### config.mk
export PLATFORM = sky130hd
export DESIGN_NAME = pipe_stall_ctrl
export DESIGN_NICKNAME = d
export VERILOG_FILES = /design/src/rtl/pipe_stall_ctrl_pkg.sv /design/src/rtl/pipe_stall_ctrl_load_use_detect.sv /design/src/rtl/pipe_stall_ctrl.sv
export SDC_FILE = /design/constraint.sdc
export NUM_CORES = 1
export LEC_CHECK = 0
export ABC_AREA = 1
export CAP_MARGIN = 20
export CORE_ASPECT_RATIO = 2
export CORE_MARGIN = 2
export CORE_UTILIZATION = 60
export DETAILED_ROUTE_END_ITERATION = 6
export DONT_BUFFER_PORTS = 1
export PLACE_DENSITY = 0.76
export SYNTH_ARGS = -nofsm -noshare
export SYNTH_HDL_FRONTEND = slang
export SYNTH_SLANG_ARGS = --single-unit
### constraint.sdc
create_clock -name clk_i -period 2.3 [get_ports clk_i]
set_input_delay 0.46 -clock clk_i [delete_from_list [all_inputs] [get_ports clk_i]]
set_output_delay 0.46 -clock clk_i [all_outputs]
set_load 0.02 [all_outputs]
### src/rtl/pipe_stall_ctrl_pkg.sv
// pipe_stall_ctrl_pkg: sequencer state encoding and shared pipeline constants
package pipe_stall_ctrl_pkg;
  typedef enum logic [1:0] {
    RUN       = 2'd0,
    WRITEBACK = 2'd1,
    REFILL    = 2'd2,
    RESUME    = 2'd3
  } state_t;
  localparam logic [31:0] NOP_INSTR = 32'h0000_0000;
  localparam logic BUBBLE_CTRL = 1'b0;
  function automatic logic cache_miss(input logic access, input logic hit);
    return access & ~hit;
  endfunction
endpackage

### src/rtl/pipe_stall_ctrl_load_use_detect.sv
// pipe_stall_ctrl_load_use_detect: flags a load in EX whose result is read by the instruction in ID
module pipe_stall_ctrl_load_use_detect (
  input  logic       memread,
  input  logic [4:0] ex_rt,
  input  logic [4:0] rs,
  input  logic [4:0] rt,
  output logic       hz
);
  assign hz = memread & (ex_rt != 5'd0) & ((ex_rt == rs) | (ex_rt == rt));
endmodule

### src/rtl/pipe_stall_ctrl.sv
// pipe_stall_ctrl: pipeline stall/flush sequencer with dcache miss writeback/refill handshake
module pipe_stall_ctrl
  import pipe_stall_ctrl_pkg::*;
#(
  parameter int MEM_TIMEOUT = 256,
  parameter int STALL_CNT_W = 32
) (
  input  logic                   clk_i,
  input  logic                   rst_i,
  input  logic                   id_ex_memread_i,
  input  logic [4:0]             id_ex_rt_i,
  input  logic [4:0]             if_id_rs_i,
  input  logic [4:0]             if_id_rt_i,
  input  logic                   branch_taken_i,
  input  logic                   mem_access_i,
  input  logic                   cache_hit_i,
  input  logic                   cache_dirty_i,
  input  logic                   mem_ack_i,
  output logic                   pc_write_o,
  output logic                   if_id_stall_o,
  output logic                   if_id_flush_o,
  output logic                   id_ex_bubble_o,
  output logic                   ex_mem_stall_o,
  output logic                   mem_wb_stall_o,
  output logic                   mem_req_o,
  output logic                   mem_write_o,
  output logic                   cache_refill_o,
  output logic [STALL_CNT_W-1:0] stall_cnt_o,
  output logic                   err_timeout_o
);
  localparam int WW = (MEM_TIMEOUT > 1) ? $clog2(MEM_TIMEOUT) : 1;
  localparam logic [WW-1:0] WAIT_MAX = WW'(MEM_TIMEOUT - 1);
  state_t state, state_nx;
  logic [WW-1:0] wait_cnt;
  logic run, miss, hz, hz_run, freeze, mem_wait;
  pipe_stall_ctrl_load_use_detect u_lud (
    .memread (id_ex_memread_i),
    .ex_rt   (id_ex_rt_i),
    .rs      (if_id_rs_i),
    .rt      (if_id_rt_i),
    .hz      (hz)
  );
  assign run      = (state == RUN);
  assign miss     = run & cache_miss(mem_access_i, cache_hit_i);
  assign freeze   = ~run | miss;
  assign hz_run   = hz & run & ~miss;
  assign mem_wait = mem_req_o & ~mem_ack_i;
  always_comb begin
    state_nx       = state;
    pc_write_o     = 1'b1;
    if_id_stall_o  = 1'b0;
    if_id_flush_o  = 1'b0;
    id_ex_bubble_o = 1'b0;
    ex_mem_stall_o = 1'b0;
    mem_wb_stall_o = 1'b0;
    mem_req_o      = 1'b0;
    mem_write_o    = 1'b0;
    cache_refill_o = 1'b0;
    state_nx = run ? (miss ? (cache_dirty_i ? WRITEBACK : REFILL) : RUN)
             : (state == WRITEBACK) ? (mem_ack_i ? REFILL : WRITEBACK)
             : (state == REFILL) ? (mem_ack_i ? RESUME : REFILL)
             : RUN;
    pc_write_o     = ~(freeze | hz_run);
    if_id_stall_o  = freeze | hz_run;
    id_ex_bubble_o = hz_run;
    if_id_flush_o  = branch_taken_i & ~hz_run & ~freeze;
    ex_mem_stall_o = freeze;
    mem_wb_stall_o = freeze;
    mem_req_o      = (state == WRITEBACK) | (state == REFILL);
    mem_write_o    = (state == WRITEBACK);
    cache_refill_o = (state == RESUME);
  end
  // wait counter holds at its limit so the timeout compare cannot wrap past it
  always_ff @(posedge clk_i or negedge rst_i) begin
    if (!rst_i) begin
      state         <= RUN;
      wait_cnt      <= '0;
      stall_cnt_o   <= '0;
      err_timeout_o <= 1'b0;
    end else begin
      state         <= state_nx;
      wait_cnt      <= (state_nx != state) ? '0
                     : (mem_wait && wait_cnt != WAIT_MAX) ? wait_cnt + WW'(1) : wait_cnt;
      err_timeout_o <= err_timeout_o | (mem_wait & (wait_cnt == WAIT_MAX));
      stall_cnt_o   <= ((freeze | hz_run) && !(&stall_cnt_o)) ? stall_cnt_o + STALL_CNT_W'(1) : stall_cnt_o;
    end
  end
endmodule

-- Yosys cells after proc, flatten, opt, wreduce, memory -nomap -nowiden
Cells that the tools add are included.
- word-level logic and storage cells: 52
- output and inout bits: 42
- bits of input ports: 23
- flip-flop bits (word level): 43
- reduce and logical (&&, ||, !) cells: 7
- equality and inequality tests: 8
- bitwise logic cells: 22
- $add $sub $neg: 2
- multiplexer cells: 9
- operators with widths (kind ; count):
    32-bit by 1-bit adder with 32-bit output, second input constant ; 1
    32-bit AND reduction ; 1
    8-bit two-way mux ; 2
    2-bit two-way mux ; 6
    1-bit AND ; 10
    5-bit == test ; 2
    8-bit by 1-bit adder with 8-bit output, second input constant ; 1
    8-bit == test, second input constant ; 1
    8-bit inequality test, second input constant ; 1
    1-bit NOT ; 7
    1-bit OR ; 5
    5-bit nonzero test ; 1
    2-bit == test, second input constant ; 2
    2-bit by 1-bit == test with 1-bit output, second input constant ; 1
    1-bit logical AND ; 2
    2-bit logical NOT ; 1
    2-bit inequality test ; 1
    2-bit nonzero test ; 1
    1-bit logical NOT ; 1
    1-bit two-way mux ; 1

-- Longest topological paths before layout
- depth after elaboration: 8
- depth in mapped cells: 12
- gate-level depth less buffers: 11

-- Hierarchy
From an unflattened synthesis, not the netlist that was laid out.
- cell total of the unflattened synthesis: 498
- area, all modules: 3124.2 µm²
- modules (own cells, without submodules) (module ; area each (µm²) ; cells each ; instances):
    pipe_stall_ctrl ; 2929.1 ; 453 ; 1
    pipe_stall_ctrl_load_use_detect ; 195.2 ; 45 ; 1

-- Least setup slack after synthesis
No wires, ideal clock.
- path type: register to output
- from: reg state[0]
- to: out pc_write_o
- slack: 0.182 ns
- stages on the path, launching flop included: 11
- required time: 1.840 ns
- data arrival time: 1.658 ns
- buffers on the path: 1
- cell sequence: dfrtp_1 -> inv_1 -> ha_1 -> inv_2 -> a21oi_2 -> nand2_1 -> a21oi_1 -> nand2_1 -> nand2_2 -> buf_2 -> inv_1
- longest elaborated chain between the ends: 6
- elaborated cells between the ends (all ways): 9
- classes of those cells: bitwise: 8; reduce/logical: 1
- ends and longest elaborated chain (what ; RTL line ; source):
    start, declared ; pipe_stall_ctrl.sv:33 ; state_t state, state_nx;
    start signal, assigned ; pipe_stall_ctrl.sv:81 ; state <= state_nx;
    2-bit logical NOT * ; pipe_stall_ctrl.sv:43 ; assign run = (state == RUN);
    1-bit AND ; pipe_stall_ctrl.sv:44 ; assign miss = run & cache_miss(mem_access_i, cache_hit_i);
    1-bit NOT ; pipe_stall_ctrl.sv:46 ; assign hz_run = hz & run & ~miss;
    1-bit AND ; pipe_stall_ctrl.sv:46 ;
    1-bit OR * ; -- ;
    via if_id_stall_o ; pipe_stall_ctrl.sv:20 ; output logic if_id_stall_o,
    1-bit NOT * ; pipe_stall_ctrl.sv:63 ; pc_write_o = ~(freeze | hz_run);
    end, declared ; pipe_stall_ctrl.sv:19 ; output logic pc_write_o,
The timed path passes the listed nets; every way through them passes the cells marked *.

-- Worst setup path after layout
- from: reg state[1]
- to: out if_id_flush_o
- longest elaborated chain between the ends: 7
- elaborated cells between the ends (all ways): 11
- classes of those cells: bitwise: 10; reduce/logical: 1
- ends and longest elaborated chain (what ; RTL line ; source):
    2-bit logical NOT * ; pipe_stall_ctrl.sv:43 ;
    1-bit AND ; pipe_stall_ctrl.sv:44 ;
    1-bit NOT ; pipe_stall_ctrl.sv:46 ;
    1-bit AND ; pipe_stall_ctrl.sv:46 ;
    1-bit NOT ; pipe_stall_ctrl.sv:66 ; if_id_flush_o = branch_taken_i & ~hz_run & ~freeze;
    1-bit AND ; pipe_stall_ctrl.sv:66 ;
    1-bit AND * ; pipe_stall_ctrl.sv:66 ;
    end, declared ; pipe_stall_ctrl.sv:21 ; output logic if_id_flush_o,
Every way passes the cells marked *; elsewhere a longest branch is shown, timed or not.

==> impl_metrics.json <==
{
  "placed_cell_area_um2": 3272,
  "critical_path.max_fanout": 6,
  "path_clk_slew_ns": 0.08,
  "setup_violations": 0,
  "drtIter0Drc": 76,
  "fp.dieH_um": 104.9,
  "slew_headroom": 0.7352,
  "ir_drop_uv": 479.2,
  "crit_path_end_kind": "output port",
  "synth_top_area_share": 0.3526,
  "p_int_w": 0.001227,
  "clock-skew-final_ns": 0.003741,
  "min_path_type": "primary input to flip-flop",
  "yosysSeqAreaShare": 0.3526,
  "synth_area_leaders": "dfrtp_1 35%, nand2_1 26%, nor2_1 8.7%",
  "tightest_slew_ns": 0.3957,
  "fin_crit_ns": 2.237,
  "antenna_cells": 0,
  "synth.largest_area_cell": "dfrtp_1",
  "final_cell_mix": "207 x nand2_1, 70 x nor2_1, 43 x dfrtp_1, 39 x nand3_1, 33 x buf_4",
  "powerDensity_nw_per_um2": 561.0,
  "drv_cap": 0,
  "antenna_found_initial": 0,
  "netlist-cell-type-count": 27,
  "viasPerCell": 5.478,
  "root_buffer": "clkbuf_8",
  "cts_sinks": 43,
  "clk_latency_ns": 0.30,
  "mostFrequentLayoutCell": "nand2_1",
  "syn_area_per_cell_um2": 6.452,
  "seq_power_share": 0.457,
  "cts_tree": "done",
  "status": "finished, final reports clean",
  "grt.total_usage": 0.3336,
  "p_sw_w": 0.0007319,
  "cts.path.max_buffers": 2,
  "netlist_area_um2": 3052,
  "area_delta_synth_final_pct": 14.43,
  "maxSlewViolCount": 0,
  "finalWorstSetupSlack_ns": 0.06265,
  "start_util": 0.6273,
  "wl_per_cell_um": 15.57,
  "h-tree-depth": 2,
  "r2r_slack_ns": 0.19,
  "num_rows": 36,
  "ys_warn_count": 0,
  "drc": 0,
  "die-width_um": 54.43,
  "switching_share": 0.3736,
  "nNetsFinal": 536,
  "vias": 3095,
  "portBuffers": 0,
  "setup.worst_path.start_class": "flip-flop",
  "cp.arrival_ns": 1.78,
  "combPwrFrac": 0.287,
  "syn_inst": 473,
  "ios": 65,
  "ant_nets": 0,
  "dp.cells": 549,
  "max_freq_mhz": 447.0,
  "rsz0062_at_grt": "true",
  "p_leak_nw": 1.786,
  "final_layout_size_suffix_gt1_frac": 0.1240,
  "grt_pass1_wl_um": 13860,
  "grt_pass1_vias": 3091,
  "fin_util": 0.7179,
  "synth_nets": 502,
  "design.core.area_um2": 4865,
  "dpl_worst_slack_ns": 0.1960,
  "hold_viol_final": 0,
  "numCtsBuffers": 5,
  "layout.cells.non_filler": 565,
  "gr-total-overflow": 0,
  "drt_wl_total_um": 8797,
  "dr.pass1.iters": 4,
  "die-area_um2": 5707,
  "grt_max_degree": 44,
  "ys_ff_latch": 43,
  "clkPwrFrac": 0.256,
  "dp_hpwl_um": 6693,
  "finalPower_w": 0.001959,
  "critPathKind": "flip-flop to output port",
  "routabilityCongestion": 0.8633,
  "cp_data_required_time_ns": 1.84,
  "postLayoutCellArea_um2": 3492,
  "post-route-period-util": 0.9728
}
per-stage QoR:
step	hold slack, ns	TNS, ns
floorplan	0.1644	0
global placement	0.1659	0
detailed placement	0.1662	0
CTS	0.3161	0
global route	0.3162	-0.08493
finish	0.3314	0
worst paths after layout:
check / startpoint / endpoint / depth (start not counted)
max in group asynchronous: rst_i / stall_cnt_o[14] / 2
worst max-delay path: state[1] / if_id_flush_o / 10
worst max register to register: stall_cnt_o[0] / stall_cnt_o[10] / 10
worst min-delay path: cache_dirty_i / state[1] / 1
worst min register to register: wait_cnt[5] / wait_cnt[5] / 3
min in group asynchronous: rst_i / stall_cnt_o[6] / 2
logic make-up (layout without fill, tap and decap cells):
group,after synthesis,count (layout),share of synthesized area
AND/OR/NAND/NOR,345,345,0.4711
buffers and inverters,47,82,0.06806
flip-flops,43,43,0.3526
XOR/XNOR,21,21,0.06027
AO/OA/AOI/OAI,11,11,0.02337
adder cells (fa/ha/maj),6,6,0.02460
flip-flops by register name, summed over array words and instances, names as in the netlist:
| signal | count |
|---|---|
| state | 2 |
| wait_cnt | 8 |
| stall_cnt_o | 32 |
| err_timeout_o | 1 |
area by class of cell:
class,count,area [um2]
tap,57,71.32
clock buffer,5,68.82
fill,419,1373
clock inverter,3,25.02
multi-input combinational,383,1804
timing repair buffer,37,307.8
inverter,37,138.9
sequential,43,1076
power by group through the flow:
| stage | registers [W] | clock network, W | logic, W |
|---|---|---|---|
| final | 0.000895 | 0.000502 | 0.000562 |
| after global routing | 0.000903 | 0.000554 | 0.000613 |
| after CTS | 0.000895 | 0.000522 | 0.000528 |
| after detailed placement | 0.000911 | 0 | 0.000483 |
| after global placement | 0.000904 | 0 | 0.000465 |
| after floorplan | 0.000930 | 0 | 0.000323 |
what timing repair did:
| action | 4_1_cts | 5_1_grt |
|---|---|---|
| endpoints found under the hold margin | 43 | 0 |
| resized for setup | 6 | 7 |
| endpoints found under the setup margin | 3 | 3 |
| hold buffers | 2 | 0 |
| pin swaps | 0 | 5 |
| buffers inserted | 1 | 5 |
cells in the mapped netlist, drive strengths merged:
cell type,n
inv,37
a31o,1
a21oi,2
o21a,1
buf,10
nor3,2
nand3b,15
o22ai,1
o21ai,4
ha,6
nand4,3
xor2,14
nand3,41
nand2,212
dfrtp,43
nor2,72
o21bai,2
xnor2,7
routing by layer:
layer  vias up  track usage  wire, um
met4         0       0.1518       321
met3        21      0.05714       384
li1       1536            -         -
met2       101       0.6256      5099
met1      1437       0.3206      2992
met5         -            0         0
worst max-delay path: stages (launching register included):
cell and delay (ns):
dfrtp_1 0.40, inv_2 0.10, ha_4 0.17, inv_2 0.05, a21oi_4 0.16, nand2_2 0.08, a21oi_2 0.11, nand2_2 0.08
nand2_4 0.12, nor2_2 0.06, buf_6 0.12
Power figures use the tool's default switching activity.
